## config.mk

```make
export PLATFORM = sky130hd
export DESIGN_NAME = fetch_pc_ctrl
export DESIGN_NICKNAME = d
export VERILOG_FILES = /design/src/rtl/y86_pkg.sv /design/src/rtl/pc_predict.sv /design/src/rtl/fetch_pc_ctrl.sv
export SDC_FILE = /design/constraint.sdc
export NUM_CORES = 1
export LEC_CHECK = 0
export CORE_AREA = 2 2 180 182
export CTS_CLUSTER_DIAMETER = 50
export DETAILED_ROUTE_END_ITERATION = 10
export DIE_AREA = 0 0 182 184
export PLACE_DENSITY_LB_ADDON = 0.1
export SLEW_MARGIN = 40
export SYNTH_ARGS = -nofsm -noshare
export SYNTH_HDL_FRONTEND = slang
export SYNTH_SLANG_ARGS = --single-unit
```

## constraint.sdc

```tcl
create_clock -name clk -period 3.4 [get_ports clk]
set_input_delay 0.68 -clock clk [delete_from_list [all_inputs] [get_ports clk]]
set_output_delay 0.68 -clock clk [all_outputs]
set_load 0.02 [all_outputs]
```

## src/rtl/y86_pkg.sv

```systemverilog
// rtl/y86_pkg.sv - Y86-64 icode constants and fetch FSM state type
package y86_pkg;

  localparam logic [3:0] IHALT   = 4'h0;
  localparam logic [3:0] INOP    = 4'h1;
  localparam logic [3:0] IRRMOVQ = 4'h2;
  localparam logic [3:0] IIRMOVQ = 4'h3;
  localparam logic [3:0] IRMMOVQ = 4'h4;
  localparam logic [3:0] IMRMOVQ = 4'h5;
  localparam logic [3:0] IOPQ    = 4'h6;
  localparam logic [3:0] IJXX    = 4'h7;
  localparam logic [3:0] ICALL   = 4'h8;
  localparam logic [3:0] IRET    = 4'h9;
  localparam logic [3:0] IPUSHQ  = 4'hA;
  localparam logic [3:0] IPOPQ   = 4'hB;

  localparam int RET_BUBBLES = 3;

  typedef enum logic [2:0] {
    FS_IDLE = 3'd0,
    FS_RET1 = 3'd1,
    FS_RET2 = 3'd2,
    FS_RET3 = 3'd3,
    FS_HALT = 3'd4
  } fetch_state_t;

endpackage

```

## src/rtl/pc_predict.sv

```systemverilog
// rtl/pc_predict.sv - always-taken next-PC prediction mux
module pc_predict
  import y86_pkg::*;
#(
  parameter int ADDR_W = 64
) (
  input  logic [3:0]        i_icode,
  input  logic [ADDR_W-1:0] i_valC,
  input  logic [ADDR_W-1:0] i_valP,
  output logic [ADDR_W-1:0] o_predPC
);

  // Jumps and calls are predicted taken; anything else, including
  // undefined icodes, falls through sequentially.
  assign o_predPC = ((i_icode == IJXX) || (i_icode == ICALL)) ? i_valC : i_valP;

endmodule

```

## src/rtl/fetch_pc_ctrl.sv

```systemverilog
// rtl/fetch_pc_ctrl.sv - F-stage PC select, ret bubble insertion and halt freeze
module fetch_pc_ctrl
  import y86_pkg::*;
#(
  parameter int              ADDR_W   = 64,
  parameter logic [ADDR_W-1:0] RESET_PC = '0
) (
  input  logic              clk,
  input  logic              rst_n,
  input  logic              F_stall,
  input  logic [3:0]        M_icode,
  input  logic              M_cnd,
  input  logic [ADDR_W-1:0] M_valA,
  input  logic [3:0]        W_icode,
  input  logic [ADDR_W-1:0] W_valM,
  input  logic [3:0]        f_icode,
  input  logic [ADDR_W-1:0] f_valC,
  input  logic [ADDR_W-1:0] f_valP,
  output logic [ADDR_W-1:0] f_pc,
  output logic              f_valid,
  output logic [ADDR_W-1:0] f_predPC,
  output logic [ADDR_W-1:0] F_predPC,
  output logic              ret_pending,
  output logic              halted
);

  fetch_state_t      r_state;
  fetch_state_t      w_state_nxt;
  logic [ADDR_W-1:0] r_predpc;
  logic              w_mispredict;
  logic              w_load_pred;

  assign w_mispredict = (M_icode == IJXX) && !M_cnd;

  assign f_pc = w_mispredict        ? M_valA :
                (W_icode == IRET)   ? W_valM :
                                      r_predpc;

  assign f_valid     = w_mispredict || (r_state == FS_IDLE);
  assign ret_pending = (r_state == FS_RET1) || (r_state == FS_RET2) || (r_state == FS_RET3);
  assign halted      = (r_state == FS_HALT);
  assign F_predPC    = r_predpc;

  pc_predict #(.ADDR_W(ADDR_W)) u_pc_predict (
    .i_icode  (f_icode),
    .i_valC   (f_valC),
    .i_valP   (f_valP),
    .o_predPC (f_predPC)
  );

  // A mispredict overrides everything, so a ret or halt fetched on the
  // wrong path never takes effect.
  always_comb begin
    w_state_nxt = r_state;
    if (w_mispredict) begin
      w_state_nxt = FS_IDLE;
    end else if (!F_stall) begin
      case (r_state)
        FS_IDLE: begin
          if (f_icode == IRET)       w_state_nxt = FS_RET1;
          else if (f_icode == IHALT) w_state_nxt = FS_HALT;
        end
        FS_RET1: w_state_nxt = FS_RET2;
        FS_RET2: w_state_nxt = FS_RET3;
        FS_RET3: w_state_nxt = FS_IDLE;
        FS_HALT: w_state_nxt = FS_HALT;
        default: w_state_nxt = FS_IDLE;
      endcase
    end
  end

  assign w_load_pred = (f_valid && !F_stall) || w_mispredict;

  always_ff @(posedge clk or negedge rst_n) begin
    if (!rst_n) begin
      r_state  <= FS_IDLE;
      r_predpc <= RESET_PC;
    end else begin
      r_state <= w_state_nxt;
      if (w_load_pred) r_predpc <= f_predPC;
    end
  end

endmodule

```

# ---- After elaboration in Yosys (flattened, before gate mapping)
# Index checks and enable logic that the tools add are counted.
dict set report word_totals {
  reg_bits 67
  latchBits 0
  mem_bits_rw 0
  mem_bits_ro 0
  input_bits 272
  out_inout_bits 195
  wordCells 33
  mem_count 0
}
dict set report classes {
  addsub 0
  multipliers 0
  div_mod_pow 0
  n_lt_le_gt_ge 0
  n_eq_ne 11
  shifts 0
  muxes 8
  bitwise 0
  n_reduce_logical 12
}
# operator count
set ops {}
lappend ops {{$mux 64} 3}
lappend ops {{$eq 4x4->1 const B} 3}
lappend ops {{$mux 3} 4}
lappend ops {{$pmux 3 s4} 1}
lappend ops {{$eq 4x3->1 const B} 2}
lappend ops {{$eq 3x2->1 const B} 2}
lappend ops {{$logic_or 1x1->1} 5}
lappend ops {{$logic_not 4->1} 1}
lappend ops {{$ne 4x2->1 const B} 1}
lappend ops {{$eq 3x1->1 const B} 1}
lappend ops {{$eq 3x3->1 const B} 1}
lappend ops {{$logic_not 3->1} 1}
lappend ops {{$logic_and 1x1->1} 2}
lappend ops {{$logic_not 1->1} 2}
lappend ops {{$ne 2x1->1 const B} 1}
lappend ops {{$reduce_and 2->1} 1}

# ---- Logic depth before layout (Yosys ltp)
dict set report logic_depth {
  word_depth 6
  ltp_mapped 5
  ltp_nobuf 3
}

# ---- By module
# From an unflattened synthesis, not the netlist that was laid out.
dict set report unflattened {
  hier_cells 834
  hier_area_um2 7582.3
}
# module n_inst cells_per_inst area_per_inst_um2 seq_area_each_um2
set modules_own_cells {}
lappend modules_own_cells {fetch_pc_ctrl 1 384 4295.4 1676.6}
lappend modules_own_cells {pc_predict 1 450 3286.9 0.0}

# ---- Worst setup path after synthesis
# No wires, ideal clock.
dict set report synth_path {
  kind {input to output}
  start {input W_icode[1]}
  end {output f_pc[10]}
  arrival_time_ps 1947
  t_required_ps 2720
  slack_ps 773
  stages 5
  n_path_buf 2
  path_cell_list {nor4bb_1 > buf_2 > buf_4 > mux2i_1 > o21ai_0}
}
dict set report synth_via {
  elab_chain_cells 3
}
# item line
set synth_rtl {}
lappend synth_rtl {{start: declaration} fetch_pc_ctrl.sv:14} ;# input logic [3:0] W_icode,
lappend synth_rtl {{$eq 4x4->1} fetch_pc_ctrl.sv:36} ;# (W_icode == IRET) ? W_valM :
lappend synth_rtl {{$mux 64} fetch_pc_ctrl.sv:36}
lappend synth_rtl {{$mux 64} fetch_pc_ctrl.sv:35} ;# assign f_pc = w_mispredict ? M_valA :
lappend synth_rtl {{end: declaration} fetch_pc_ctrl.sv:19} ;# output logic [ADDR_W-1:0] f_pc,
# Every way passes these cells.

# ---- Worst setup path after layout
dict set report layout_path {
  start {input f_icode[1]}
  end {output f_predPC[30]}
}
dict set report layout_via {
  elab_chain_cells 3
  word_cells_on_any_way 4
  cone_classes {2 x eq/ne; 1 x mux; 1 x reduce/logical}
}
# item line
set layout_rtl {}
lappend layout_rtl {{start: declaration} fetch_pc_ctrl.sv:16} ;# input logic [3:0] f_icode,
lappend layout_rtl {{$eq 4x3->1 / $eq 4x4->1 (equally long branches)} pc_predict.sv:15} ;# assign o_predPC = ((i_icode == IJXX) || (i_icode == ICALL)) ? i_valC : i_valP;
lappend layout_rtl {{$logic_or 1x1->1 (*)} pc_predict.sv:15}
lappend layout_rtl {{$mux 64 (*)} pc_predict.sv:15}
lappend layout_rtl {{end: declaration} fetch_pc_ctrl.sv:21} ;# output logic [ADDR_W-1:0] f_predPC,
# Mark *: on every way between the ends. The rest lies on a longest branch, timed or not.

==> flow_metrics.env <==
export IMPL_cp_required_ns=2.72
export IMPL_insertion_delay_ns=0.34
export IMPL_io_pins=467
export IMPL_yosysTopAreaCellShare_pct=31.1
export IMPL_ys_warn_count=0
export IMPL_cts_tree="built"
export IMPL_cp_slowest_cell="clkdlybuf4s50_1"
export IMPL_die_width_um=182
export IMPL_rows=65
export IMPL_hpwlAfterDp_um=26100
export IMPL_syn_num_nets=962
export IMPL_critPathKind="in2out"
export IMPL_swShare_pct=45.0
export IMPL_rsz0062_at_grt="false"
export IMPL_finalCriticalPeriod_ns=3.30
export IMPL_wl_per_cell_um=21.0
export IMPL_r2r_start="r_state[0]"
export IMPL_slowest_delay_ns=0.42
export IMPL_initial_core_util_pct=17.2
export IMPL_drive_above_1_share_pct=16.3
export IMPL_final_nets=1515
export IMPL_routed_via_density=4.67
export IMPL_start_kind="input port"
export IMPL_hold_viol=0
export IMPL_reg2reg_to="F_predPC[1]"
export IMPL_synth_area_um2=5390
export IMPL_synth_seq_area_share_pct=31.1
export IMPL_p_leak_nw=4.78
export IMPL_rr_worst_depth=4
export IMPL_outcome="finished, final reports clean"
export IMPL_clkPwrFrac_pct=15.2
export IMPL_drv_slew=0
export IMPL_die_y_um=184
export IMPL_track_usage_pct=20.1
export IMPL_path_cells="clkdlybuf4s50_1, buf_4, nor4b_4, buf_4, bufbuf_16, o21ai_0, nand2_1, clkdlybuf4s15_1"
export IMPL_fmax_mhz=303
export IMPL_synth_cells=690
export IMPL_end_kind="primary output"
export IMPL_num_vias=7706
export IMPL_clockRootBuffer="clkbuf_16"
export IMPL_p_int_mw=3.84
export IMPL_htreeDepth=3
export IMPL_post_route_period_util_pct=97.2
export IMPL_core_area_um2=31400
export IMPL_cts_buffers=9
export IMPL_p_switching_mw=3.14
export IMPL_gp_congestion=0.809
export IMPL_worst_slew_pin_slew_ns=0.585
export IMPL_hp_class="in2async"
export IMPL_layout_common_cells="clkdlybuf4s50_1 (335), buf_4 (139), dlygate4sd2_1 (120)"
export IMPL_drc_errors=0
export IMPL_r2r_setup_slack_ns=1.51
export IMPL_slew_headroom_pct=61.0
export IMPL_avgSynthCellArea_um2=7.82
export IMPL_drt_total_wl_um=34700
export IMPL_cts_sinks=67
export IMPL_overflow=0
export IMPL_yosysUniqueCellTypes=29
export IMPL_firstDrtPassIters=4
export IMPL_synthTopCellsByArea="dfrtp_1 (31%), mux2i_1 (12%), o21ai_0 (11%)"
export IMPL_skew_ns=0.00803
export IMPL_power_density_nw_per_um2=591
export IMPL_path_max_fanout=16
export IMPL_grt_pass1_vias=8069
export IMPL_diodes=0
export IMPL_hold_buffers=0
export IMPL_ys_seq_elements=67
export IMPL_maxCapViolCount=0
export IMPL_clk_path_buf_depth=2
export IMPL_vdd_drop_max_uv=233
export IMPL_design_area_um2=11800
export IMPL_grt_antenna_before_repair=1
export IMPL_crit_top_cell="buf_4"
export IMPL_pwr_share_seq_pct=23.6
export IMPL_synthToLayoutAreaGrowth_pct=119
export IMPL_dieArea_um2=33500
export IMPL_io_buffers=466
export IMPL_ant_nets=0
export IMPL_grt_start_max_net_pins=77
export IMPL_power_share_combinational_pct=61.2
export IMPL_crit_arrival_ns=2.62
export IMPL_clkTransAtPathRegs_ns=0.07
export IMPL_yosysTopAreaCell="dfrtp_1"
export IMPL_p_total_mw=6.98
export IMPL_grt_pass1_wl_um=51000
export IMPL_dpl_cell_area_um2=11600
export IMPL_final_common_cell="clkdlybuf4s50_1"
export IMPL_drt_iter0_drc=309
export IMPL_setup_viol=0
synth_stat cells, drive strengths merged:
library cell and n:
nand2 65, or2 1, dfrtp 67, or4b 2, nor4 1, and2 2, nor3 4, a21o 1
a211oi 64, buf 37, nor4bb 1, and4bb 2, nand4b 1, a31oi 64, nand3 128, a21oi 3
nor2 5, clkbuf 46, and4b 1, nor4b 1, o21ai 130, mux2i 64
layout make-up:
| cell class | instances | area (um^2) |
|---|---|---|
| Fill cell | 3292 | 19600 |
| Timing Repair Buffer | 625 | 5980 |
| Multi-Input combinational cell | 540 | 3330 |
| Sequential cell | 67 | 1680 |
| Tap cell | 402 | 503 |
| Clock buffer | 10 | 239 |
| Clock inverter | 6 | 88.8 |
registers in the layout (all words and copies together), names as in the netlist:
name,flops
r_state,3
F_predPC,64
critical path: cells and delay by family:
family	cells	cell delay, ns
buffers and inverters	5	1.41
AND/OR/NAND/NOR	2	0.40
AO/OA/AOI/OAI	1	0.13
repair_timing:
item | 4_1_cts | 5_1_grt
resized for setup | 130 | 9
pin swaps | 1 | 0
endpoints found under the setup margin | 118 | 8
gates cloned | 1 | 0
buffers inserted | 2 | 0
layer usage:
metal  global-route usage (%)  vias to the layer above  wire (um)
li1                         -                     3728          -
met1                     24.4                     3644      14600
met2                     35.0                      300      16900
met3                     6.10                       32       2640
met4                     4.52                        2        529
met5                        0                        -         11
worst max-delay path by stage:
stage / start / end / slack, ns / depth (start not counted)
final: f_icode[1] / f_predPC[30] / 0.1 / 8
after global placement: M_cnd / f_pc[31] / -0.30 / 6
after detailed placement: M_cnd / f_pc[31] / -0.29 / 6
after floorplan: W_icode[1] / f_pc[10] / 0.77 / 5
after CTS: f_icode[0] / f_predPC[3] / 0.006 / 7
after global routing: f_icode[1] / f_predPC[59] / 0.002 / 9
cell families after synthesis:
logic type	count (synthesis)	share of synthesized area (%)
AOI/OAI and AO/OA	262	28.8
and+or+nand+nor	214	20.4
buffers and inverters	83	7.82
DFF	67	31.1
muxes	64	11.9
power by group through the flow:
stage          clock [mW]  sequential [mW]  combinational [mW]
2_1_floorplan           0             1.94                1.67
3_3_place_gp            0             1.67                4.62
6_report             1.06             1.65                4.27
3_5_place_dp            0             1.68                4.61
4_1_cts              1.09             1.67                4.33
5_1_grt              1.12             1.72                4.60
metrics by stage:
| step | utilization (%) | hold WS [ns] | setup slack, ns | cells | TNS (ns) |
|---|---|---|---|---|---|
| 3_5_place_dp | 36.9 | 0.579 | -0.290 | 1631 | -11.05 |
| 6_report | 37.6 | 0.300 | 0.0952 | 1650 | 0 |
| 2_1_floorplan | - | 0.384 | 0.773 | 690 | 0 |
| 5_1_grt | 37.6 | 0.326 | 0.00175 | 1650 | 0 |
| 4_1_cts | 37.6 | 0.435 | 0.00633 | 1650 | 0 |
| 3_3_place_gp | 36.9 | 0.571 | -0.295 | 1631 | -10.21 |
Power figures use the tool's default switching activity.
